==> config.mk <==
export PLATFORM = sky130hd
export DESIGN_NAME = ecc_scrub_ctrl
export DESIGN_NICKNAME = d
export VERILOG_FILES = /design/src/rtl/ecc_pkg.sv /design/src/rtl/ecc_encoder.sv /design/src/rtl/ecc_scrub_ctrl.sv
export SDC_FILE = /design/constraint.sdc
export NUM_CORES = 1
export LEC_CHECK = 0
export ABC_AREA = 1
export BUFFER_PORTS_ARGS = -buffer_cell sky130_fd_sc_hd__clkbuf_2
export CORE_ASPECT_RATIO = 1.2
export CORE_MARGIN = 4
export CORE_UTILIZATION = 33
export DETAILED_ROUTE_END_ITERATION = 6
export GPL_ROUTABILITY_DRIVEN = 1
export HOLD_SLACK_MARGIN = 0.02
export PLACE_DENSITY = 0.63
export SLEW_MARGIN = 40
export SYNTH_ARGS = -nofsm -noshare
export SYNTH_HDL_FRONTEND = slang
export SYNTH_HIERARCHICAL = 1
export SYNTH_SLANG_ARGS = --single-unit
==> constraint.sdc <==
create_clock -name clk -period 3.1 [get_ports clk]
set_clock_uncertainty 0.1 [all_clocks]
set_input_delay 0.31 -clock clk [delete_from_list [all_inputs] [get_ports clk]]
set_output_delay 0.31 -clock clk [all_outputs]
set_load 0.1 [all_outputs]
==> src/rtl/ecc_pkg.sv <==
// Shared definitions for the ECC scrubber: FSM state type, width defaults and
// the check-bit column generator used by the encoder.
package ecc_pkg;

   localparam int unsigned DAT_WIDTH_DEF  = 128;
   localparam int unsigned ECC_WIDTH_DEF  = 9;
   localparam int unsigned COL_MIN_WEIGHT = 3;

   typedef enum logic [2:0] {
      ST_IDLE,
      ST_WAIT,
      ST_REQ,
      ST_RESP,
      ST_CHECK
   } scrub_state_t;

   // Column for data bit idx: the idx-th value (ascending) of odd weight >= 3,
   // so single-bit data and check-bit errors give distinct syndromes.
   function automatic logic [31:0] ecc_col(input int unsigned idx, input int unsigned width);
      logic [31:0] col;
      int unsigned n;
      int unsigned v;
      logic        found;
      col   = '0;
      n     = 0;
      v     = 0;
      found = 1'b0;
      while (!found && v < (32'd1 << width)) begin
         if ($countones(v) >= COL_MIN_WEIGHT && ($countones(v) % 2) == 1) begin
            if (n == idx) begin
               col   = v;
               found = 1'b1;
            end
            n++;
         end
         v++;
      end
      return col;
   endfunction

endpackage

==> src/rtl/ecc_encoder.sv <==
// Combinational check-bit generator: XOR of the fixed column pattern of every
// set data bit.
module ecc_encoder
   import ecc_pkg::*;
#(
   parameter int unsigned DAT_WIDTH = DAT_WIDTH_DEF,
   parameter int unsigned ECC_WIDTH = ECC_WIDTH_DEF
) (
   input  logic [DAT_WIDTH-1:0] data,
   output logic [ECC_WIDTH-1:0] ecc
);

   logic [ECC_WIDTH-1:0] term [DAT_WIDTH];

   for (genvar i = 0; i < DAT_WIDTH; i++) begin : g_col
      localparam logic [ECC_WIDTH-1:0] COL = ECC_WIDTH'(ecc_col(i, ECC_WIDTH));
      assign term[i] = data[i] ? COL : '0;
   end

   always_comb begin
      ecc = '0;
      for (int unsigned i = 0; i < DAT_WIDTH; i++) begin
         ecc = ecc ^ term[i];
      end
   end

endmodule

==> src/rtl/ecc_scrub_ctrl.sv <==
// Background ECC scrubber: walks the memory one read at a time through the
// arbiter, recomputes check bits of each word and reports mismatches.
module ecc_scrub_ctrl
   import ecc_pkg::*;
#(
   parameter int unsigned DAT_WIDTH  = DAT_WIDTH_DEF,
   parameter int unsigned ECC_WIDTH  = ECC_WIDTH_DEF,
   parameter int unsigned DEPTH      = 1024,
   parameter int unsigned ADDR_WIDTH = $clog2(DEPTH),
   parameter int unsigned CNT_WIDTH  = 16,
   parameter int unsigned IVL_WIDTH  = 16
) (
   input  logic                  clk,
   input  logic                  rst,
   input  logic                  scrub_en,
   input  logic [IVL_WIDTH-1:0]  interval,
   input  logic                  clr_count,
   output logic                  mem_req,
   output logic [ADDR_WIDTH-1:0] mem_addr,
   input  logic                  mem_gnt,
   input  logic                  mem_rvalid,
   input  logic [DAT_WIDTH-1:0]  mem_rdata,
   input  logic [ECC_WIDTH-1:0]  mem_recc,
   output logic                  busy,
   output logic                  err_valid,
   output logic [ADDR_WIDTH-1:0] err_addr,
   output logic [ECC_WIDTH-1:0]  err_syndrome,
   output logic [CNT_WIDTH-1:0]  err_count,
   output logic                  pass_done
);

   scrub_state_t          state, state_nxt;
   logic [IVL_WIDTH-1:0]  ivl_cnt;
   logic [ADDR_WIDTH-1:0] scrub_addr;
   logic [DAT_WIDTH-1:0]  data_q;
   logic [ECC_WIDTH-1:0]  recc_q;
   logic [ECC_WIDTH-1:0]  ecc_calc;
   logic [ECC_WIDTH-1:0]  syndrome;
   logic                  mismatch;
   logic                  last_addr;
   logic                  wait_entry;
   logic                  capture;
   logic                  checking;
   logic                  err_inc;

   ecc_encoder #(
      .DAT_WIDTH (DAT_WIDTH),
      .ECC_WIDTH (ECC_WIDTH)
   ) u_encoder (
      .data (data_q),
      .ecc  (ecc_calc)
   );

   assign syndrome  = ecc_calc ^ recc_q;
   assign mismatch  = |syndrome;
   assign last_addr = (scrub_addr == ADDR_WIDTH'(DEPTH - 1));
   assign mem_addr  = scrub_addr;
   assign err_inc   = checking && mismatch;

   always_ff @(posedge clk) begin
      if (rst) begin
         state <= ST_IDLE;
      end else begin
         state <= state_nxt;
      end
   end

   // Once a request is raised the read always runs to completion; scrub_en
   // is only honoured in IDLE, WAIT and on leaving CHECK.
   always_comb begin
      state_nxt = state;
      unique case (state)
         ST_IDLE:  if (scrub_en) state_nxt = ST_WAIT;
         ST_WAIT: begin
            if (!scrub_en) begin
               state_nxt = ST_IDLE;
            end else if (ivl_cnt == '0) begin
               state_nxt = ST_REQ;
            end
         end
         ST_REQ:   if (mem_gnt) state_nxt = ST_RESP;
         ST_RESP:  if (mem_rvalid) state_nxt = ST_CHECK;
         ST_CHECK: state_nxt = scrub_en ? ST_WAIT : ST_IDLE;
         default:  state_nxt = ST_IDLE;
      endcase
   end

   always_comb begin
      mem_req    = (state == ST_REQ);
      busy       = (state != ST_IDLE);
      wait_entry = (state_nxt == ST_WAIT) && (state != ST_WAIT);
      capture    = (state == ST_RESP) && mem_rvalid;
      checking   = (state == ST_CHECK);
   end

   always_ff @(posedge clk) begin
      if (rst) begin
         ivl_cnt      <= '0;
         scrub_addr   <= '0;
         data_q       <= '0;
         recc_q       <= '0;
         err_valid    <= 1'b0;
         err_addr     <= '0;
         err_syndrome <= '0;
         err_count    <= '0;
         pass_done    <= 1'b0;
      end else begin
         err_valid <= 1'b0;
         pass_done <= 1'b0;

         if (wait_entry) begin
            ivl_cnt <= interval;
         end else if (state == ST_WAIT && ivl_cnt != '0) begin
            ivl_cnt <= ivl_cnt - IVL_WIDTH'(1);
         end

         if (capture) begin
            data_q <= mem_rdata;
            recc_q <= mem_recc;
         end

         if (checking) begin
            scrub_addr <= last_addr ? '0 : scrub_addr + ADDR_WIDTH'(1);
            pass_done  <= last_addr;
            if (mismatch) begin
               err_valid    <= 1'b1;
               err_addr     <= scrub_addr;
               err_syndrome <= syndrome;
            end
         end

         // A clear coinciding with a new mismatch keeps that mismatch counted.
         if (clr_count) begin
            err_count <= err_inc ? CNT_WIDTH'(1) : '0;
         end else if (err_inc && err_count != '1) begin
            err_count <= err_count + CNT_WIDTH'(1);
         end
      end
   end

endmodule
==> flow_metrics.py <==
metrics = {
    "outcome": {
        "outcome": "finished, final reports clean",
    },
    "place": {
        "gp_congestion": 0.9621,
        "dp_hpwl_mm": 40.42,
        "port_buffers": 207,
        "placed_area_um2": 17070,
    },
    "final_layout": {
        "final_layout_size_suffix_gt1_frac": 0.2311,
        "area_delta_synth_final_pct": 39.07,
        "nets": 2964,
        "antenna_cells": 0,
        "final_cell_area_um2": 20600,
    },
    "hold_path": {
        "hold_end": "ivl_cnt[11]",
        "holdCritStartpoint": "interval[11]",
        "hold_depth": 3,
        "holdCritPathClass": "primary input to flop",
    },
    "floorplan": {
        "die_area_um2": 48360,
        "core-area_um2": 44140,
        "boundaryPins": 208,
        "initial_core_util": 0.3356,
        "fp.dieW_um": 201.4,
        "fp-row-count": 84,
        "die_h_um": 240.1,
    },
    "critical_path": {
        "crit_arrival_ps": 3290,
        "cp_slowest_cell": "dfxtp_1",
        "rr_startpoint": "data_q[102]",
        "path_common_cell": "nand2_1",
        "cp-end-kind": "flop",
        "worstPathMaxFanout": 14,
        "critPathTopFamily": "simple AND/OR/NAND/NOR gates",
        "rr_endpoint": "err_syndrome[0]",
        "startpoint_type": "flop",
        "r2r_slack_ps": 140,
        "crit_chain": "xnor2_4 > inv_1 > nand2_1 > nand2_1 > nand2_1 > nand2_1 > nand3b_1 > nand2_2 > inv_1 > nand2_1 > nand2_1 > nand2_2 > nand2_1 > nand2_1 > nand2_2 > xor2_2 > nor2_1 > nand3_2 > nand2_2 > inv_4 > buf_6 > o21ai_0 > a21oi_1",
        "max_stage_delay_ps": 420,
        "ff2ff_path_depth": 23,
        "worst_ep_required_time_ps": 3430,
        "path_buf_inv": 4,
        "critPathKind": "flop to flop",
    },
    "cts": {
        "cts_tree": "done",
        "clock_path_buffers": 3,
        "clk_latency_ps": 540,
        "clk_pin_slew_ps": 60,
        "numClockSinks": 203,
        "cts_buffers": 24,
        "cts-root-buf": "clkbuf_16",
        "htreeDepth": 1,
    },
    "logic_synthesis": {
        "syn_nets": 2558,
        "synth_top_cell_area_share": 0.2743,
        "seq_area_frac_synth": 0.2743,
        "syn_area_um2": 14810,
        "netlist_instances": 2396,
        "synth_common_cells": "826 x nand2_1, 304 x nand3_1, 239 x inv_1, 203 x dfxtp_1, 183 x a21oi_1",
        "synth_area_leaders": "dfxtp_1 27%, nand2_1 21%, nand3_1 10%",
        "yosys_register_bits": 203,
        "yosysUniqueCellTypes": 37,
        "synth-async-reset-ratio": 0,
        "ys.flop_type": "dfxtp_1",
        "ys_warn_count": 6,
        "avgSynthCellArea_um2": 6.182,
        "synth_top_area_cell": "dfxtp_1",
        "synth_most_common_cell": "nand2_1",
        "synth-edff-count": 0,
    },
    "route": {
        "ant_nets": 0,
        "drt_pass1_iterations": 7,
        "viasPerCell": 4.826,
        "vias": 16270,
        "remaining_drc_errors": 0,
        "drt-total-wl_mm": 52.68,
        "drt_iter0_drc": 753,
        "wire_per_inst_um": 15.62,
    },
    "timing": {
        "rsz0062_at_grt": "yes",
        "slew_viol_final": 0,
        "final-setup-viol-count": 0,
        "slew_headroom": 0.4573,
        "min_period_ps": 2961,
        "holdWs_ps": 109.3,
        "fin_crit_sh": 0.9552,
        "worst_slew_pin_slew_ps": 814.1,
        "fmax_mhz": 337.7,
        "finalHoldViolCount": 0,
    },
    "global_route": {
        "met2_usage": 0.3769,
        "grt_use_total": 0.2076,
        "use_met1": 0.2528,
        "grt_max_degree": 99,
        "grt_pass1_wl_mm": 82.12,
        "grt_pass1_vias": 15790,
        "overflow": 0,
        "antenna_found_initial": 0,
        "met3_usage": 0.02469,
        "top_usage_layer": "met2",
    },
    "flow_run": {
        "drv_cap": 0,
    },
    "pwr": {
        "p_int_mw": 4.633,
        "power.density_nw_per_um2": 299.3,
        "vdd_drop_max_mv": 0.2564,
        "power_switching_mw": 1.532,
        "total_power_mw": 6.166,
        "switching_share": 0.2485,
        "clkPwrFrac": 0.458,
        "p_leak_nw": 9.393,
        "p_comb_frac": 0.114,
        "power_frac_seq": 0.428,
    },
}
[metal layers]
metal	up-vias	share of wire
met2	424	0.50
li1	8305	-
met3	99	0.046
met4	0	0.038
met1	7444	0.42
met5	-	0
[power by group through the flow]
| stage | Combinational (mW) | Sequential (mW) | Clock [mW] |
|---|---|---|---|
| 2_1_floorplan | 0.329 | 2.71 | 0 |
| 3_3_place_gp | 0.514 | 2.72 | 0 |
| 3_5_place_dp | 0.523 | 2.72 | 0 |
| 4_1_cts | 0.681 | 2.66 | 2.90 |
| 5_1_grt | 0.777 | 2.64 | 3.01 |
| 6_report | 0.703 | 2.64 | 2.82 |
[sequential cells by signal, indices dropped and copies added (netlist names)]
signal / flops
err_valid: 1
mem_addr: 10
err_addr: 10
err_count: 16
err_syndrome: 9
recc_q: 9
state: 3
pass_done: 1
data_q: 128
ivl_cnt: 16
[cell type report]
cell class / count / area [um^2]
Clock buffer: 32 / 681.9
Clock inverter: 5 / 77.57
Fill cell: 4455 / 23540
Inverter: 241 / 907.1
Multi-Input combinational cell: 1834 / 10220
Sequential cell: 203 / 4243
Tap cell: 559 / 699.4
Timing Repair Buffer: 498 / 3769
[through the flow]
step,util,TNS [ps],worst slack (ps),cells
after floorplan,-,0,16.79,2396
after global placement,0.3866,-3733,-149.1,3172
after detailed placement,0.3867,-3999,-179.6,3172
after CTS,0.4407,0,3.616,3363
after global routing,0.4667,-1611,-90.72,3372
final,0.4667,0,138.9,3372
[cells by family after synthesis]
family	Yosys count	share of synthesized area
AO/OA/AOI/OAI	220	0.07534
XOR/XNOR	284	0.1689
adder cells (fa/ha/maj)	3	0.002534
buffers and inverters	359	0.09823
flip-flops	203	0.2743
AND/OR/NAND/NOR	1327	0.3806
[how the worst max path moves through the flow]
| stage | cells after the start | end | slack, ps | startpoint |
|---|---|---|---|---|
| final | 23 | err_syndrome[0] | 140 | data_q[102] |
| after global routing | 28 | err_count[0] | -90 | data_q[84] |
| after CTS | 25 | err_syndrome[3] | 4 | data_q[75] |
| after detailed placement | 25 | err_syndrome[3] | -180 | data_q[38] |
| after global placement | 25 | err_count[0] | -150 | data_q[38] |
| after floorplan | 4 | state[0] | 20 | state[1] |
[layout by cell type (no fill, tap or decap), types with 8 or more instances in the layout]
cell type,n
buf_4,120
nand3b_1,33
dlygate4sd3_1,154
dfxtp_4,28
nand2_2,59
a21oi_1,179
nand2_1,771
dfxtp_2,59
dfxtp_1,116
inv_1,233
nand3_1,283
clkbuf_2,205
nor2_1,100
or2_1,9
nand3_2,22
or2_2,12
nand4_1,9
nor3_1,8
clkbuf_16,26
xnor2_2,30
xor2_2,23
buf_6,8
o21ai_0,24
xor2_1,101
xnor2_4,12
xnor2_1,117
[worst min-delay path, stage by stage]
cell	delay, ps
clkbuf_2	80
o21ai_0	140
nor3_1	180
[timing repair]
item                       4_1_cts  5_1_grt
pin swaps                        0       53
resized for setup               26      280
hold endpoints to repair       153        0
hold buffers                   154        0
gates cloned                     0        1
buffers inserted                 0        9
setup endpoints to repair       35       36
Power figures use the tool's default switching activity.
